File: src/rtl/apb_req_sequencer.sv
// Request sequencer in front of an APB master: buffers valid/ready commands in a
// small FIFO, replays them one at a time on the master's request pins, returns read responses.
module apb_req_sequencer #(
    parameter int DEPTH   = 4,
    parameter int TIMEOUT = 16,
    parameter int AW      = 8,
    parameter int DW      = 8
) (
    input  logic          pclk,
    input  logic          preset,
    input  logic          cmd_valid,
    output logic          cmd_ready,
    input  logic          cmd_write,
    input  logic [AW-1:0] cmd_addr,
    input  logic [DW-1:0] cmd_wdata,
    output logic          transfer,
    output logic          pwrite_out,
    output logic [AW-1:0] paddr_out,
    output logic [DW-1:0] pwdata_out,
    input  logic          xfer_done,
    input  logic [DW-1:0] read_data_in,
    output logic          rsp_valid,
    input  logic          rsp_ready,
    output logic [DW-1:0] rsp_rdata,
    output logic          rsp_err,
    output logic          err_sticky,
    input  logic          err_clr,
    output logic          busy
);

    localparam int PW = (DEPTH > 1) ? $clog2(DEPTH) : 1;
    localparam int CW = $clog2(DEPTH + 1);
    localparam int TW = $clog2(TIMEOUT);
    localparam int EW = 1 + AW + DW;

    typedef enum logic [1:0] {
        IDLE = 2'd0,
        XFER = 2'd1,
        RESP = 2'd2
    } state_t;

    state_t        state_q, state_d;
    logic [EW-1:0] mem_q [DEPTH];
    logic [PW-1:0] wptr_q, wptr_d;
    logic [PW-1:0] rptr_q, rptr_d;
    logic [CW-1:0] count_q, count_d;
    logic [TW-1:0] cnt_q, cnt_d;

    logic          transfer_q, transfer_d;
    logic          pwrite_q, pwrite_d;
    logic [AW-1:0] paddr_q, paddr_d;
    logic [DW-1:0] pwdata_q, pwdata_d;
    logic          rsp_valid_q, rsp_valid_d;
    logic [DW-1:0] rsp_rdata_q, rsp_rdata_d;
    logic          rsp_err_q, rsp_err_d;
    logic          err_sticky_q, err_sticky_d;

    logic          full, empty, push, pop;
    logic [EW-1:0] head;

    assign full  = (count_q == CW'(DEPTH));
    assign empty = (count_q == '0);
    assign push  = cmd_valid && !full;
    assign pop   = (state_q == IDLE) && !empty;
    assign head  = mem_q[rptr_q];

    // DEPTH is a power of two, so the pointers wrap by natural overflow
    always_comb begin
        wptr_d  = push ? wptr_q + PW'(1) : wptr_q;
        rptr_d  = pop  ? rptr_q + PW'(1) : rptr_q;
        count_d = count_q;
        case ({push, pop})
            2'b10:   count_d = count_q + CW'(1);
            2'b01:   count_d = count_q - CW'(1);
            default: count_d = count_q;
        endcase
    end

    always_ff @(posedge pclk) begin
        if (push) begin
            mem_q[wptr_q] <= {cmd_write, cmd_addr, cmd_wdata};
        end
    end

    always_comb begin
        state_d      = state_q;
        cnt_d        = cnt_q;
        transfer_d   = transfer_q;
        pwrite_d     = pwrite_q;
        paddr_d      = paddr_q;
        pwdata_d     = pwdata_q;
        rsp_valid_d  = rsp_valid_q;
        rsp_rdata_d  = rsp_rdata_q;
        rsp_err_d    = rsp_err_q;
        err_sticky_d = err_sticky_q && !err_clr;

        case (state_q)
            IDLE: begin
                if (!empty) begin
                    {pwrite_d, paddr_d, pwdata_d} = head;
                    transfer_d = 1'b1;
                    cnt_d      = '0;
                    state_d    = XFER;
                end
            end
            XFER: begin
                cnt_d = cnt_q + TW'(1);
                if (xfer_done) begin
                    transfer_d = 1'b0;
                    if (pwrite_q) begin
                        state_d = IDLE;
                    end else begin
                        rsp_rdata_d = read_data_in;
                        rsp_err_d   = 1'b0;
                        rsp_valid_d = 1'b1;
                        state_d     = RESP;
                    end
                end else if (cnt_q == TW'(TIMEOUT - 1)) begin
                    // a timeout set overrides a simultaneous err_clr
                    transfer_d   = 1'b0;
                    err_sticky_d = 1'b1;
                    if (pwrite_q) begin
                        state_d = IDLE;
                    end else begin
                        rsp_rdata_d = '1;
                        rsp_err_d   = 1'b1;
                        rsp_valid_d = 1'b1;
                        state_d     = RESP;
                    end
                end
            end
            RESP: begin
                if (rsp_ready) begin
                    rsp_valid_d = 1'b0;
                    state_d     = IDLE;
                end
            end
            default: state_d = IDLE;
        endcase
    end

    always_ff @(posedge pclk or posedge preset) begin
        if (preset) begin
            state_q      <= IDLE;
            wptr_q       <= '0;
            rptr_q       <= '0;
            count_q      <= '0;
            cnt_q        <= '0;
            transfer_q   <= 1'b0;
            pwrite_q     <= 1'b0;
            paddr_q      <= '0;
            pwdata_q     <= '0;
            rsp_valid_q  <= 1'b0;
            rsp_rdata_q  <= '0;
            rsp_err_q    <= 1'b0;
            err_sticky_q <= 1'b0;
        end else begin
            state_q      <= state_d;
            wptr_q       <= wptr_d;
            rptr_q       <= rptr_d;
            count_q      <= count_d;
            cnt_q        <= cnt_d;
            transfer_q   <= transfer_d;
            pwrite_q     <= pwrite_d;
            paddr_q      <= paddr_d;
            pwdata_q     <= pwdata_d;
            rsp_valid_q  <= rsp_valid_d;
            rsp_rdata_q  <= rsp_rdata_d;
            rsp_err_q    <= rsp_err_d;
            err_sticky_q <= err_sticky_d;
        end
    end

    assign cmd_ready  = !full;
    assign transfer   = transfer_q;
    assign pwrite_out = pwrite_q;
    assign paddr_out  = paddr_q;
    assign pwdata_out = pwdata_q;
    assign rsp_valid  = rsp_valid_q;
    assign rsp_rdata  = rsp_rdata_q;
    assign rsp_err    = rsp_err_q;
    assign err_sticky = err_sticky_q;
    assign busy       = (state_q != IDLE) || !empty;

endmodule

File: config.mk
export PLATFORM = sky130hd
export DESIGN_NAME = apb_req_sequencer
export DESIGN_NICKNAME = d
export VERILOG_FILES = /design/src/rtl/apb_req_sequencer.sv
export SDC_FILE = /design/constraint.sdc
export NUM_CORES = 1
export LEC_CHECK = 0
export ABC_AREA = 1
export ABC_CLOCK_PERIOD_IN_PS = 2400
export BUFFER_PORTS_ARGS = -buffer_cell sky130_fd_sc_hd__buf_2
export CORE_UTILIZATION = 57
export DETAILED_ROUTE_END_ITERATION = 16
export PLACE_DENSITY_LB_ADDON = 0.2
export RECOVER_POWER = 100
export SYNTH_ARGS = -nofsm -noshare
export SYNTH_HDL_FRONTEND = slang
export SYNTH_SLANG_ARGS = --single-unit
File: constraint.sdc
create_clock -name pclk -period 2.4 [get_ports pclk]
set_input_delay 0.48 -clock pclk [delete_from_list [all_inputs] [get_ports pclk]]
set_output_delay 0.48 -clock pclk [all_outputs]
set_load 0.02 [all_outputs]
After elaboration in Yosys (flattened, before gate mapping)

Memories as Yosys holds them, arrays and structs flattened. A register that Yosys moved wholly into a read port is not among the register bits.
Cells that the tools add are included.

Bits in registers: 25
RAM bits: 68
Input port bits: 31
Output and inout bits: 31
Logic and storage cells: 78
Memories kept: 1

Memory list:

| memory | words | bits a word | read ports | clocked after memory_dff | wr ports | RTL line | source |
|---|---|---|---|---|---|---|---|
| mem_q  | 4     | 17          | 1          | 1                        | 1        | 43       | `logic [EW-1:0] mem_q [DEPTH];` |

$add $sub $neg: 5
Equal/unequal tests: 9
Mux-type cells: 31
Bitwise operators: 2
Reductions and logical operators: 20

Operators with widths:

| operator                                         | number |
|---|---|
| 2-to-1 mux 8 bit                                 | 4 |
| 2-to-1 mux 1 bit                                 | 16 |
| AND reduction 3 bit                              | 4 |
| 2-to-1 mux 2 bit                                 | 5 |
| nonzero test 2 bit                               | 5 |
| one-hot mux 4 bit (2 select lines)               | 1 |
| one-hot mux 2 bit (3 select lines)               | 1 |
| one-hot mux 3 bit (2 select lines)               | 1 |
| adder 2 x 1 -> 2 bit, second input constant      | 2 |
| adder 4 x 1 -> 4 bit, second input constant      | 1 |
| == test 2 x 1 -> 1 bit, second input constant    | 2 |
| == test 2 bit, second input constant             | 2 |
| == test 4 bit, second input constant             | 1 |
| 2-to-1 mux 4 bit                                 | 1 |
| inequality test 2 bit, second input constant     | 2 |
| one-hot mux 1 bit (2 select lines)               | 2 |
| AND reduction 2 bit                              | 2 |
| adder 3 x 1 -> 3 bit, second input constant      | 1 |
| == test 3 bit, second input constant             | 1 |
| logical AND 1 bit                                | 3 |
| zero test 1 bit                                  | 3 |
| zero test 3 bit                                  | 1 |
| inequality test 3 bit, second input constant     | 1 |
| subtractor 3 x 1 -> 3 bit, second input constant | 1 |
| 3 further kinds                                  | 4 |

Depth between registers and ports, before layout

Depth after elaboration: 5
Mapped depth: 12

Worst setup path before layout

No wires, ideal clock.

Kind: register to register
Start point: register state_q[0]
End point: register count_q[2]
Setup time: 0.079 ns
Arrival time: 1.852 ns
Setup slack: 0.469 ns
Cell stages (with the launch flop): 13
Path buffers: 1
Path through: dfrtp_1 inv_1 ha_1 nand2_4 inv_2 buf_6 ha_1 inv_1 fa_1 nor2_1 nor2_1 nand2_1 xor2_1

Cells in the longest elaborated chain, start to end: 4
Elaborated cells between the ends (all ways): 6
Those cells by class: 2 x eq/ne; 1 x mux; 3 x reduce/logical

Ends and longest elaborated chain:

| element                                                                         | RTL line | source |
|---|---|---|
| from (decl)                                                                     | 42       | `state_t state_q, state_d;` |
| from (signal assigned)                                                          | 158      | `state_q <= state_d;` |
| zero test 2 bit *                                                               | 64       | `assign pop = (state_q == IDLE) && !empty;` |
| logical AND 1 bit *                                                             | 64       |  |
| net pop                                                                         | 58       | `logic full, empty, push, pop;` |
| == test 2 x 1 -> 1 bit / == test 2 bit (equally long branches)                  | 72       | `case ({push, pop})` |
| one-hot mux 3 bit (2 select lines) / nonzero test 2 bit (equally long branches) | -        |  |
| to (signal assigned)                                                            | 161      | `count_q <= count_d;` |
| to (decl)                                                                       | 46       | `logic [CW-1:0] count_q, count_d;` |

The timed path passes the listed nets; every way through them passes the cells marked *.
A chain may end at the register's enable or synchronous reset.

Worst setup path in the final report

Start point: register count_q[0]
End point: register count_q[2]

Cells in the longest elaborated chain, start to end: 5
Elaborated cells between the ends (all ways): 12
Those cells by class: 2 x add/sub; 3 x eq/ne; 1 x mux; 6 x reduce/logical

Ends and longest elaborated chain:

| element                                                                         | RTL line |
|---|---|
| == test 3 bit / zero test 3 bit (equally long branches)                         | 61, 62 |
| zero test 1 bit (on tied branches)                                              | 63, 64 |
| logical AND 1 bit (on tied branches)                                            | 63, 64 |
| == test 2 x 1 -> 1 bit / == test 2 bit (equally long branches)                  | 72 |
| one-hot mux 3 bit (2 select lines) / nonzero test 2 bit (equally long branches) | - |

Parallel ways exist; a longest one is shown, timed or not.

==> results.md <==
- Status: completed
- Syn Area/Cell: 11.0 um2
- Mapped cell area: 0.00468 mm2
- Pre-CTS WS: 0.492 ns
- Clk slew on worst S/H paths: 0.10 ns
- H-tree depth: 3
- Crit path max fanout: 8
- All-Layer GR Usage: 0.212
- Max Freq: 487 MHz
- Resize count post-CTS: 0
- Die area: 0.00858 mm2
- Worst Reg-to-Reg Cells: 10
- First-pass GRT wire length: 13700 um
- Vias in the first global route: 2919
- Footprint of the multi-input gates: 0.00127 mm2
- Crit path max-delay family: simple AND/OR/NAND/NOR gates
- Most frequent cells in the layout: 120 x nand2_1, 68 x edfxtp_1, 54 x nor2_1
- Starting density of the core: 0.597
- Antenna cells: 0
- Post-CTS Setup Bufs: 0
- Area delta synth->final: 10.1%
- Clock skew: 0.0124 ns
- GRT Residual Overflow: 0
- Reg2Reg Setup Slack: 0.35 ns
- Syn Nets: 466
- Root Buffer: clkbuf_8
- Reg power frac: 0.432
- Buffers and inverters on the worst path: 1
- Hold Buf Count CTS: 0
- Post-synth ARST share: 0.382
- Worst reg2reg startpoint: count_q[0]
- VDD IR-drop max: 451 uV
- Switching pwr: 0.00270 W
- Synth Register Bits: 110
- Final worst slack: 0.347 ns
- Max Cap Viol: 0
- CORE AREA: 0.00785 mm2
- # IOs: 62
- Number of synthesized flops with an enable pin: 68
- Min Tclk post-route: 2.05 ns
- CP required: 2.69 ns
- Ys Warns: 0
- Ordered cell list for the critical path: nor2_1 -> nand2_1 -> nand2_1 -> ha_1 -> inv_1 -> fa_1 -> nor2_1 -> nor2_1 -> nand2_1 -> xor2_1
- Antenna-violating nets left: 0
- Rows: 32
- Routability Congestion: 0.782
- Fraction of layout cells with a size suffix above 1: 0.0929
- Worst path arrival time: 2.35 ns
- CTS Buffer Depth: 2
- Setup TNS: 0 ns
- Die Y: 92.7 um
- Power Internal: 0.00398 W
- Slew Limit Fails: 0
- DP HPWL: 5400 um
- Crit path largest cell delay: 0.42 ns
- DR WL/cell: 14.0 um
- Worst path slowest cell: dfrtp_1
- Sink Count: 110
- Drt total wl: 8390 um
- Synth top area cells: edfxtp_1 44%, dfrtp_1 22%, nand2_1 9.5%
- Worst rel slew slack: 0.0218
- Via density: 5.05
- Sequential Area: 0.00309 mm2
- Min-Delay Path Class: primary input to asynchronous set/reset pin
- Vias: 3012
- Final hold violation count: 0
- Synth top area share: 0.436
- Mapped Cells: 424
- Register area share after synthesis: 0.660
- Setup CP Type: register to register
- Pin count of the biggest net entering global routing: 35
- Die width: 92.7 um
- Most common cell after layout, fill and taps aside: nand2_1
- Synth Flop Type: edfxtp_1
- CTS tree: done
- Final setup violation count: 0
- RSZ-0062 raised after global routing: false
- Switching Share: 0.405
- Leakage: 2.22 nW
- Critical Path Source: count_q[0]
- CTS buffer count: 9
- PortBufs: 61
- FF-to-FF End: count_q[2]
- Drc violations: 0
- Number of distinct library cells after synthesis: 30
- Initial antenna violation count: 0
- Comb power frac: 0.397
- Clock power frac: 0.171
- Worst Setup End Kind: register
- Tcrit/Tclk final: 0.855
- Fill cells: 646
- Worst-margin pin slew: 1.46 ns
- Skew-Pair Late Insertion Delay: 0.36 ns
- Pwr Density: 1300 mW/mm2
- Area leader, netlist: edfxtp_1
- Nets: 532
- 1st-iter DRT viols: 169
- Startpoint types: register
- TritonRoute pass-1 iters: 4
per-layer routing:
layer  global-route usage  part of all wire
met1                0.281              0.46
met2                0.346              0.47
met3               0.0411             0.056
met4               0.0846             0.015
met5                    0                 0
synth_stat cells, drive strengths merged, types with 3 or more instances:
master,n
nand2,124
edfxtp,68
nor2,54
dfrtp,42
inv,38
o21ai,29
o211ai,17
buf,16
ha,10
nand3,10
nand4,4
xor2,3
registers in the layout, indices dropped and copies added, names as in the netlist:
register    flops
mem_q          68
paddr_out       8
pwdata_out      8
rsp_rdata       8
cnt_q           4
count_q         3
rptr_q          2
state_q         2
wptr_q          2
err_sticky      1
pwrite_out      1
rsp_err         1
rsp_valid       1
transfer        1
worst max path at each step:
stage / to / depth (start not counted) / slack [ns]
floorplan: count_q[2] / 12 / 0.47
global placement: count_q[2] / 10 / 0.57
detailed placement: count_q[2] / 11 / 0.49
CTS: busy / 4 / 0.36
global route: count_q[2] / 10 / 0.15
finish: count_q[2] / 10 / 0.35
kinds of logic (layout without fill, tap and decap cells):
group | after synthesis | in the layout | share of synthesized area
AO/OA/AOI/OAI | 49 | 49 | 0.0694
XOR/XNOR | 5 | 5 | 0.00935
adder cells (fa/ha/maj) | 11 | 11 | 0.0310
buffers and inverters | 54 | 125 | 0.0580
flip-flops | 110 | 110 | 0.660
AND/OR/NAND/NOR | 195 | 195 | 0.172
through the flow:
stage / power (W) / utilization / std cells / area (um2) / hold slack [ns]
floorplan: 0.00507 / - / 424 / 4680 / 0.467
global placement: 0.00567 / 0.647 / 581 / 5080 / 0.453
detailed placement: 0.00576 / 0.647 / 581 / 5080 / 0.454
CTS: 0.00690 / 0.674 / 597 / 5290 / 0.0882
global route: 0.00722 / 0.657 / 597 / 5160 / 0.0830
finish: 0.00668 / 0.657 / 597 / 5160 / 0.0604
power by group through the flow:
stage                     sequential [W]  combinational (W)  clock (W)
after floorplan                  0.00317            0.00190          0
after CTS                        0.00288            0.00285    0.00117
final                            0.00288            0.00265    0.00114
after detailed placement         0.00292            0.00284          0
after global routing             0.00294            0.00303    0.00124
after global placement           0.00290            0.00277          0
layout make-up:
type | count | area share
Tap cell | 102 | 0.0248
Multi-Input combinational cell | 260 | 0.247
Timing Repair Buffer | 71 | 0.0604
Sequential cell | 110 | 0.600
Inverter | 38 | 0.0277
Clock buffer | 12 | 0.0301
Clock inverter | 4 | 0.0107
No activity file was read; power rests on OpenSTA's default activity.
